`config.mk`:
```
export PLATFORM = sky130hd
export DESIGN_NAME = multicycle_control
export DESIGN_NICKNAME = d
export VERILOG_FILES = /design/src/rtl/mc_pkg.sv /design/src/rtl/mc_output_decoder.sv /design/src/rtl/multicycle_control.sv
export SDC_FILE = /design/constraint.sdc
export NUM_CORES = 1
export LEC_CHECK = 0
export CELL_PAD_IN_SITES_DETAIL_PLACEMENT = 0
export CELL_PAD_IN_SITES_GLOBAL_PLACEMENT = 1
export CORE_ASPECT_RATIO = 0.9
export CORE_MARGIN = 5
export CORE_UTILIZATION = 27
export DETAILED_ROUTE_END_ITERATION = 10
export GPL_TIMING_DRIVEN = 0
export PLACE_DENSITY_LB_ADDON = 0.05
export SLEW_MARGIN = 20
export SYNTH_ARGS = -nofsm -noshare
export SYNTH_HDL_FRONTEND = slang
export SYNTH_HIERARCHICAL = 1
export SYNTH_SLANG_ARGS = --single-unit
```
`constraint.sdc`:
```
create_clock -name clk -period 2.6 [get_ports clk]
set_input_delay 0.52 -clock clk [delete_from_list [all_inputs] [get_ports clk]]
set_output_delay 0.52 -clock clk [all_outputs]
set_load 0.1 [all_outputs]
```
`src/rtl/mc_pkg.sv`:
```
// Shared encodings for the multicycle controller: state codes, opcodes,
// datapath mux selects, ALU classes and the decoded control word.
package mc_pkg;

  typedef enum logic [3:0] {
    StFetch   = 4'd0,
    StDecode  = 4'd1,
    StMemAdr  = 4'd2,
    StMemRd   = 4'd3,
    StMemWb   = 4'd4,
    StMemWr   = 4'd5,
    StExecute = 4'd6,
    StAluWb   = 4'd7,
    StBranch  = 4'd8,
    StAddiEx  = 4'd9,
    StAddiWb  = 4'd10,
    StJump    = 4'd11
  } state_e;

  localparam logic [5:0] OpRType = 6'b000000;
  localparam logic [5:0] OpLw    = 6'b100011;
  localparam logic [5:0] OpSw    = 6'b101011;
  localparam logic [5:0] OpBeq   = 6'b000100;
  localparam logic [5:0] OpAddi  = 6'b001000;
  localparam logic [5:0] OpJ     = 6'b000010;

  localparam logic [1:0] SrcBRegB   = 2'b00;
  localparam logic [1:0] SrcBFour   = 2'b01;
  localparam logic [1:0] SrcBImm    = 2'b10;
  localparam logic [1:0] SrcBImmSh2 = 2'b11;

  localparam logic [1:0] PcSrcAlu    = 2'b00;
  localparam logic [1:0] PcSrcAluOut = 2'b01;
  localparam logic [1:0] PcSrcJump   = 2'b10;

  localparam logic [1:0] AluOpAdd   = 2'b00;
  localparam logic [1:0] AluOpSub   = 2'b01;
  localparam logic [1:0] AluOpFunct = 2'b10;

  typedef struct packed {
    logic [1:0] alu_src_b;
    logic [1:0] pc_src;
    logic [1:0] alu_op;
    logic       alu_src_a;
    logic       i_or_d;
    logic       reg_dst;
    logic       mem_to_reg;
    logic       ir_write;
    logic       mem_write;
    logic       reg_write;
    logic       pc_write;
    logic       branch;
    logic       instr_done;
  } ctrl_t;

  function automatic logic is_legal_op(input logic [5:0] op);
    logic legal;
    case (op)
      OpRType, OpLw, OpSw, OpBeq, OpAddi, OpJ: legal = 1'b1;
      default:                                 legal = 1'b0;
    endcase
    return legal;
  endfunction

endpackage

```
`src/rtl/mc_output_decoder.sv`:
```
// Moore control-word decoder: maps the current state to all datapath controls.
module mc_output_decoder
  import mc_pkg::*;
(
  input  logic [3:0] state_i,
  output ctrl_t      ctrl_o
);

  always_comb begin
    ctrl_o = '0;
    case (state_i)
      StFetch: begin
        ctrl_o.ir_write  = 1'b1;
        ctrl_o.pc_write  = 1'b1;
        ctrl_o.alu_src_b = SrcBFour;
      end
      StDecode: ctrl_o.alu_src_b = SrcBImmSh2;
      StMemAdr, StAddiEx: begin
        ctrl_o.alu_src_a = 1'b1;
        ctrl_o.alu_src_b = SrcBImm;
      end
      StMemRd: ctrl_o.i_or_d = 1'b1;
      StMemWr: begin
        ctrl_o.i_or_d     = 1'b1;
        ctrl_o.mem_write  = 1'b1;
        ctrl_o.instr_done = 1'b1;
      end
      StMemWb: begin
        ctrl_o.mem_to_reg = 1'b1;
        ctrl_o.reg_write  = 1'b1;
        ctrl_o.instr_done = 1'b1;
      end
      StAddiWb: begin
        ctrl_o.reg_write  = 1'b1;
        ctrl_o.instr_done = 1'b1;
      end
      StAluWb: begin
        ctrl_o.reg_dst    = 1'b1;
        ctrl_o.reg_write  = 1'b1;
        ctrl_o.instr_done = 1'b1;
      end
      StExecute: begin
        ctrl_o.alu_src_a = 1'b1;
        ctrl_o.alu_op    = AluOpFunct;
      end
      StBranch: begin
        ctrl_o.alu_src_a  = 1'b1;
        ctrl_o.alu_op     = AluOpSub;
        ctrl_o.pc_src     = PcSrcAluOut;
        ctrl_o.branch     = 1'b1;
        ctrl_o.instr_done = 1'b1;
      end
      StJump: begin
        ctrl_o.pc_src     = PcSrcJump;
        ctrl_o.pc_write   = 1'b1;
        ctrl_o.instr_done = 1'b1;
      end
      default: ctrl_o = '0;
    endcase
  end

endmodule

```
`src/rtl/multicycle_control.sv`:
```
// Multicycle MIPS-style controller: state register, next-state logic and the
// pc_en gate; control words come from mc_output_decoder.
module multicycle_control
  import mc_pkg::*;
(
  input  logic       clk,
  input  logic       rst_n,
  input  logic [5:0] opcode_i,
  input  logic       zero_i,
  output logic [1:0] alu_src_b_o,
  output logic [1:0] pc_src_o,
  output logic       alu_src_a_o,
  output logic       i_or_d_o,
  output logic       reg_dst_o,
  output logic       mem_to_reg_o,
  output logic [1:0] alu_op_o,
  output logic       ir_write_o,
  output logic       mem_write_o,
  output logic       reg_write_o,
  output logic       pc_write_o,
  output logic       branch_o,
  output logic       pc_en_o,
  output logic       instr_done_o,
  output logic       illegal_op_o,
  output logic [3:0] state_dbg_o
);

  logic [3:0] state_q, state_d;
  ctrl_t      ctrl;

  always_comb begin
    state_d = StFetch;
    case (state_q)
      StFetch: state_d = StDecode;
      StDecode: begin
        case (opcode_i)
          OpLw, OpSw: state_d = StMemAdr;
          OpRType:    state_d = StExecute;
          OpBeq:      state_d = StBranch;
          OpAddi:     state_d = StAddiEx;
          OpJ:        state_d = StJump;
          default:    state_d = StFetch;
        endcase
      end
      StMemAdr:  state_d = (opcode_i == OpLw) ? StMemRd : StMemWr;
      StMemRd:   state_d = StMemWb;
      StExecute: state_d = StAluWb;
      StAddiEx:  state_d = StAddiWb;
      default:   state_d = StFetch;
    endcase
  end

  always_ff @(posedge clk or negedge rst_n) begin
    if (!rst_n) begin
      state_q <= StFetch;
    end else begin
      state_q <= state_d;
    end
  end

  mc_output_decoder u_decoder (
    .state_i (state_q),
    .ctrl_o  (ctrl)
  );

  // Selects already sit at FETCH values in reset; only the enables need masking.
  assign alu_src_b_o  = ctrl.alu_src_b;
  assign pc_src_o     = ctrl.pc_src;
  assign alu_src_a_o  = ctrl.alu_src_a;
  assign i_or_d_o     = ctrl.i_or_d;
  assign reg_dst_o    = ctrl.reg_dst;
  assign mem_to_reg_o = ctrl.mem_to_reg;
  assign alu_op_o     = ctrl.alu_op;
  assign branch_o     = ctrl.branch;
  assign ir_write_o   = ctrl.ir_write & rst_n;
  assign mem_write_o  = ctrl.mem_write & rst_n;
  assign reg_write_o  = ctrl.reg_write & rst_n;
  assign pc_write_o   = ctrl.pc_write & rst_n;
  assign pc_en_o      = (ctrl.pc_write | (ctrl.branch & zero_i)) & rst_n;
  assign instr_done_o = ctrl.instr_done & rst_n;
  assign illegal_op_o = rst_n & (state_q == StDecode) & ~is_legal_op(opcode_i);
  assign state_dbg_o  = state_q;

endmodule

```
==> out/qor.csv <==
metric,value,unit
"area leader, netlist",dfrtp_1,
Largest register FFs,4,
placed inst area,965,um^2
skew final,0.00435,ns
Clock Latency Late Sink,0.23,ns
Hold Startpoint,state_dbg_o[3]$_DFF_PN0_,
worst setup margin,0.0596,ns
share of layout cells above drive strength 1,0.417,
Max Slew Vio Count,0,
Worst path slowest cell,clkdlybuf4s15_2,
sw frac,0.671,
Cell Int Power,0.361,mW
clk slew on worst S/H paths,0.04,ns
global-route usage over all layers,0.127,
Post-Layout Inst Area,973,um^2
"Seq/Total Area, Yosys",0.179,
Via density,5.00,
hold slack,0.551,ns
antenna violations before repair,0,
status,finished clean,
synth-to-layout area growth,74.0,%
CP peak stage delay,0.55,ns
FF-to-FF Start,state_dbg_o[2]$_DFF_PN0_,
syn nets,85,
Clock Power Share,0.070,
Slew headroom,0.346,
WL final,1750,um
sequential fraction of design power,0.109,
n_diodes,0,
DP HPWL,1330,um
Placed Cells,130,
largest fanout on the critical path,10,
PortBufs,29,
Non-Filler Instances,133,
Least-Margin Pin Slew,0.978,ns
H-tree Lvls,1,
CTS tree,built,
number of global-route vias before repair,662,
WP depth,4,
Top delay family on crit path,buffers and inverters,
I/O Pins,31,
largest net degree at the start of global routing,14,
GP Congestion,0.756,
nets,119,
Setup Slack @ Placement,-0.728,ns
DR top layer,met4,
1st-pass router iterations,4,
RSZ-0062 raised after global routing,no,
Power Total,1.10,mW
WL met2,724,um
fin crit period,2.54,ns
ratio of final minimum period to clock period,0.977,
syn avg cell area,7.36,um^2
Worst R2R Setup Slack,1.20,ns
depth of the worst register-to-register path,3,
worst min path class,reg -> reg,
Root Buffer,clkbuf_4,
pwr dens,1130,nW/um^2
"Hold Violations, Final",0,
arrival time worst endpoint,2.02,ns
clock sinks,4,
setup repair bufs after CTS,0,
overall via count from detail_route,665,
worst vdd ir,0.000712,V
Post-Syn Instances,76,
die height,53.2,um
average wire per standard cell,13.2,um
P_sw,0.737,mW
hold path depth,1,
site row count,15,
first-pass GRT wire length,3010,um
Yosys top cell area share,0.179,
Required @ worst endpoint,2.08,ns
Worst setup EP type,primary output,
Die ar.,3080,um^2
Setup Viol. Count Final,0,
Initial Utilization,0.287,
Num CTS Buffers,3,
Yosys reg bits,4,
crit-path cells,buf_6 -> or4b_4 -> inv_1 -> clkdlybuf4s15_2,
synthesized area,559,um^2
"Distinct cells, synth",31,
DR iter-0 viols,11,
WL met3,125,um
Leak Pwr,0.370,nW
# DRC,0,
Die X,58.0,um
Post-DRT Antenna Nets,0,
core area,1950,um^2
capturing point of the worst reg2reg path,state_dbg_o[1]$_DFF_PN0_,
Logic pwr share,0.821,
WL met1,888,um
WS Path Type,reg -> out,
CP bufs+invs,3,
Setup crit start kind,flop,
Max clock buf depth,2,
hold buffers post-CTS,0,
"top cells by area, synth","dfrtp_1, and2_1, buf_4",
Overflow after GRT,0,
"Warnings, synthesis",6,
hold path endpoint,state_dbg_o[0]$_DFF_PN0_,
Max Cap Viol,0,
Max Freq,394,MHz
[worst max path at each step]
stage / startpoint / end / slack, ns
after floorplan: state_dbg_o[2]$_DFF_PN0_ / pc_en_o / -0.46
final: state_dbg_o[3]$_DFF_PN0_ / mem_to_reg_o / 0.06
after CTS: state_dbg_o[3]$_DFF_PN0_ / reg_write_o / 0.01
after global placement: rst_n / illegal_op_o / -0.75
after global routing: rst_n / ir_write_o / 0.00008
after detailed placement: rst_n / illegal_op_o / -0.73
[per-stage QoR]
stage	utilization	TNS, ns
6_report	0.499	0
5_1_grt	0.499	0
4_1_cts	0.504	0
3_5_place_dp	0.494	-5.82
3_3_place_gp	0.494	-5.90
2_1_floorplan	-	-1.54
[kinds of logic (layout without fill, tap and decap cells)]
| group | Yosys count | in the layout | synth area share |
|---|---|---|---|
| compound gates | 17 | 17 | 0.206 |
| xor+xnor | 2 | 2 | 0.0313 |
| buf+inv | 10 | 42 | 0.121 |
| flops | 4 | 4 | 0.179 |
| simple gates | 43 | 43 | 0.463 |
[cell type report]
class,instances,area [um^2]
Fill cell,207,978
Multi-Input combinational cell,62,462
Timing Repair Buffer,29,275
Sequential cell,4,110
Buffer,7,61.3
Tap cell,25,31.3
Clock buffer,3,22.5
Inverter,3,11.3
[power groups by stage]
stage / sequential [mW] / combinational, mW / clock, mW
after global routing: 0.125 / 0.940 / 0.0853
final: 0.119 / 0.901 / 0.0767
after floorplan: 0.216 / 0.640 / 0
after CTS: 0.119 / 0.903 / 0.0798
after global placement: 0.120 / 0.924 / 0
after detailed placement: 0.119 / 0.929 / 0
[cells in the mapped netlist (all sizes together)]
library cell and n:
nor4bb 1, and2 5, o22ai 1, clkbuf 1, inv 3, nand2b 4
a31oi 3, nor4b 1, o2111ai 1, nor3b 2, nand4b 2, or3b 2
or3 3, nor4 1, a21oi 4, o21ai 4, nand2 5, nor2 6
xnor2 1, or4b 1, a221oi 1, o211ai 3, nor2b 3, nand3 2
buf 6, xor2 1, dfrtp 4, nor3 5
[what timing repair did]
| item | in CTS | in global routing |
|---|---|---|
| gates resized for setup | 61 | 12 |
| setup endpoints to repair | 18 | 7 |
| pin swaps | 0 | 0 |
[cell usage in the layout, fill, tap and decap left out, types with 2 or more instances in the layout]
master and count:
nor3_1 3, o211ai_2 2, dfrtp_2 2, a31oi_1 2
o21ai_0 2, a21oi_1 2, clkdlybuf4s15_2 9, buf_4 4
nand2_1 5, and2_1 3, or3_1 3, buf_2 3
buf_6 3, or3b_1 2, inv_1 3, nor2b_1 2
o21ai_1 2, and2_2 2, clkbuf_4 6, nand4b_1 2
nor2_1 5, nand3_1 2, a21oi_2 2, clkdlybuf4s50_1 11
dfrtp_4 2, nand2b_1 3
[metal layers]
metal | global-route usage | vias up
li1 | - | 339
met1 | 0.172 | 301
met2 | 0.190 | 23
met3 | 0.0439 | 2
met4 | 0.0347 | 0
met5 | 0 | -
(Power assumes the default switching activity.)
==> variant, RTL diff (same settings) <==
Register the output `alu_src_b_o`, with the module's reset; this adds one clock of latency there. The other outputs are not delayed to match.
--- a/src/rtl/multicycle_control.sv
+++ b/src/rtl/multicycle_control.sv
@@ -65,5 +65,11 @@
 
   // Selects already sit at FETCH values in reset; only the enables need masking.
-  assign alu_src_b_o  = ctrl.alu_src_b;
+  always_ff @(posedge clk or negedge rst_n) begin
+    if (!rst_n) begin
+      alu_src_b_o <= '0;
+    end else begin
+      alu_src_b_o <= ctrl.alu_src_b;
+    end
+  end
   assign pc_src_o     = ctrl.pc_src;
   assign alu_src_a_o  = ctrl.alu_src_a;
Function: changed (Yosys sat finds a counterexample within 4 cycles, from zero or initial values and one cycle with rst_n low).
==> variant against the unedited design <==
- sequential share of layout area is 3.6 points higher
- total power grew 2.7%
- critical path depth is the same
- critical path type unchanged
- combinational power shrank 3.9%
- setup slack got worse by 0.0043 ns
- register-to-register slack better by 0.13 ns
- routed wire length up 3.3%
- final cell count rose by 3.0%
- area after synthesis increased by 14%
- design area rose by 10%
- sequential cell count grew 2
==> variant: results (changes against the unedited design) <==
- Post-DP HPWL: 1.37 mm (was 1.33 mm)
- Port bufs: 30 (was 29)
- Number of filler instances in the final layout: 218 (was 207)
- Largest cells by area after synthesis: dfrtp_1 (24%), and2_1 (4.9%), nand2b_1 (4.9%), a221oi_2 (4.7%), buf_4 (4.7%) (was dfrtp_1 (18%), and2_1 (5.6%), buf_4 (5.4%), nand2b_1 (4.5%), nor3_1 (4.5%))
- Most frequent cells after synthesis: dfrtp_1 (6), nor2_1 (6), a21oi_1 (5), and2_1 (5), nand2b_1 (5) (was nor2_1 (6), and2_1 (5), nand2_1 (5), nor3_1 (5))
- Worst-Margin Slew: 0.968 ns (was 0.978 ns)
- LEAKAGE: 0.402 nW (was 0.370 nW)
- Worst path slowest cell: clkdlybuf4s18_2 (was clkdlybuf4s15_2)
- Netlist cell types: 35 (was 31)
- Worst VDD drop: 0.000716 V (was 0.000712 V)
- Nets: 120 (was 119)
- Synth Area in XOR/XNOR: 4.13% (was 3.13%)
- Hold Crit Class: input port to async pin (was flip-flop to flip-flop)
- R2R setup slack: 1.33 ns (was 1.20 ns)
- Met2 global-route usage: 16.0% (was 19.0%)
- Vias: 682 (was 665)
- Worst path max stage delay: 0.53 ns (was 0.55 ns)
- Vias in the first global route: 670 (was 662)
- Met3 wire length: 151 microns (was 125 microns)
- Status: completed (unchanged)
- Met1 Track Usage GR: 16.3% (was 17.2%)
- Seq/Total Area, Yosys: 23.6% (was 17.9%)
- Gate power share: 76.9% (was 82.1%)
- Sequential share of power: 15.1% (was 10.9%)
- Met2 WL post-DR: 738 microns (was 724 microns)
## variant: cell types whose count changed after synthesis, sizes merged, moves of 2 or more
cell / delta
nand2: -2
a21oi: +2
a31oi: -3
or3: -2
dfrtp: +2
## variant: cell type report
type	count	area (sq um)	share of cell area (%)
buffer	6	50.0	4.67
sequential	6	160	15.0
timing repair buffer	30	302	28.2
clock buffer	4	26.3	2.45
inverter	3	11.3	1.05
tap	27	33.8	3.15
multi-input combinational	61	488	45.6
## variant: critical path: cells and delay by family, from the launching register on
kind / cells / cell delay, ns
buffers and inverters: 3 / 0.76
flip-flops: 1 / 0.52
AND/OR/NAND/NOR: 1 / 0.50
## variant: per-stage QoR
step	instance area, sq um	power [mW]	setup WS [ns]	cells	hold slack (ns)
after floorplan	708	0.856	-0.464	76	0.224
after global placement	1040	1.04	-0.846	133	0.539
after detailed placement	1040	1.05	-0.872	133	0.544
after CTS	1060	1.12	0.0151	137	0.349
after global routing	1070	1.17	0.00420	137	0.400
final	1070	1.13	0.0554	137	0.344
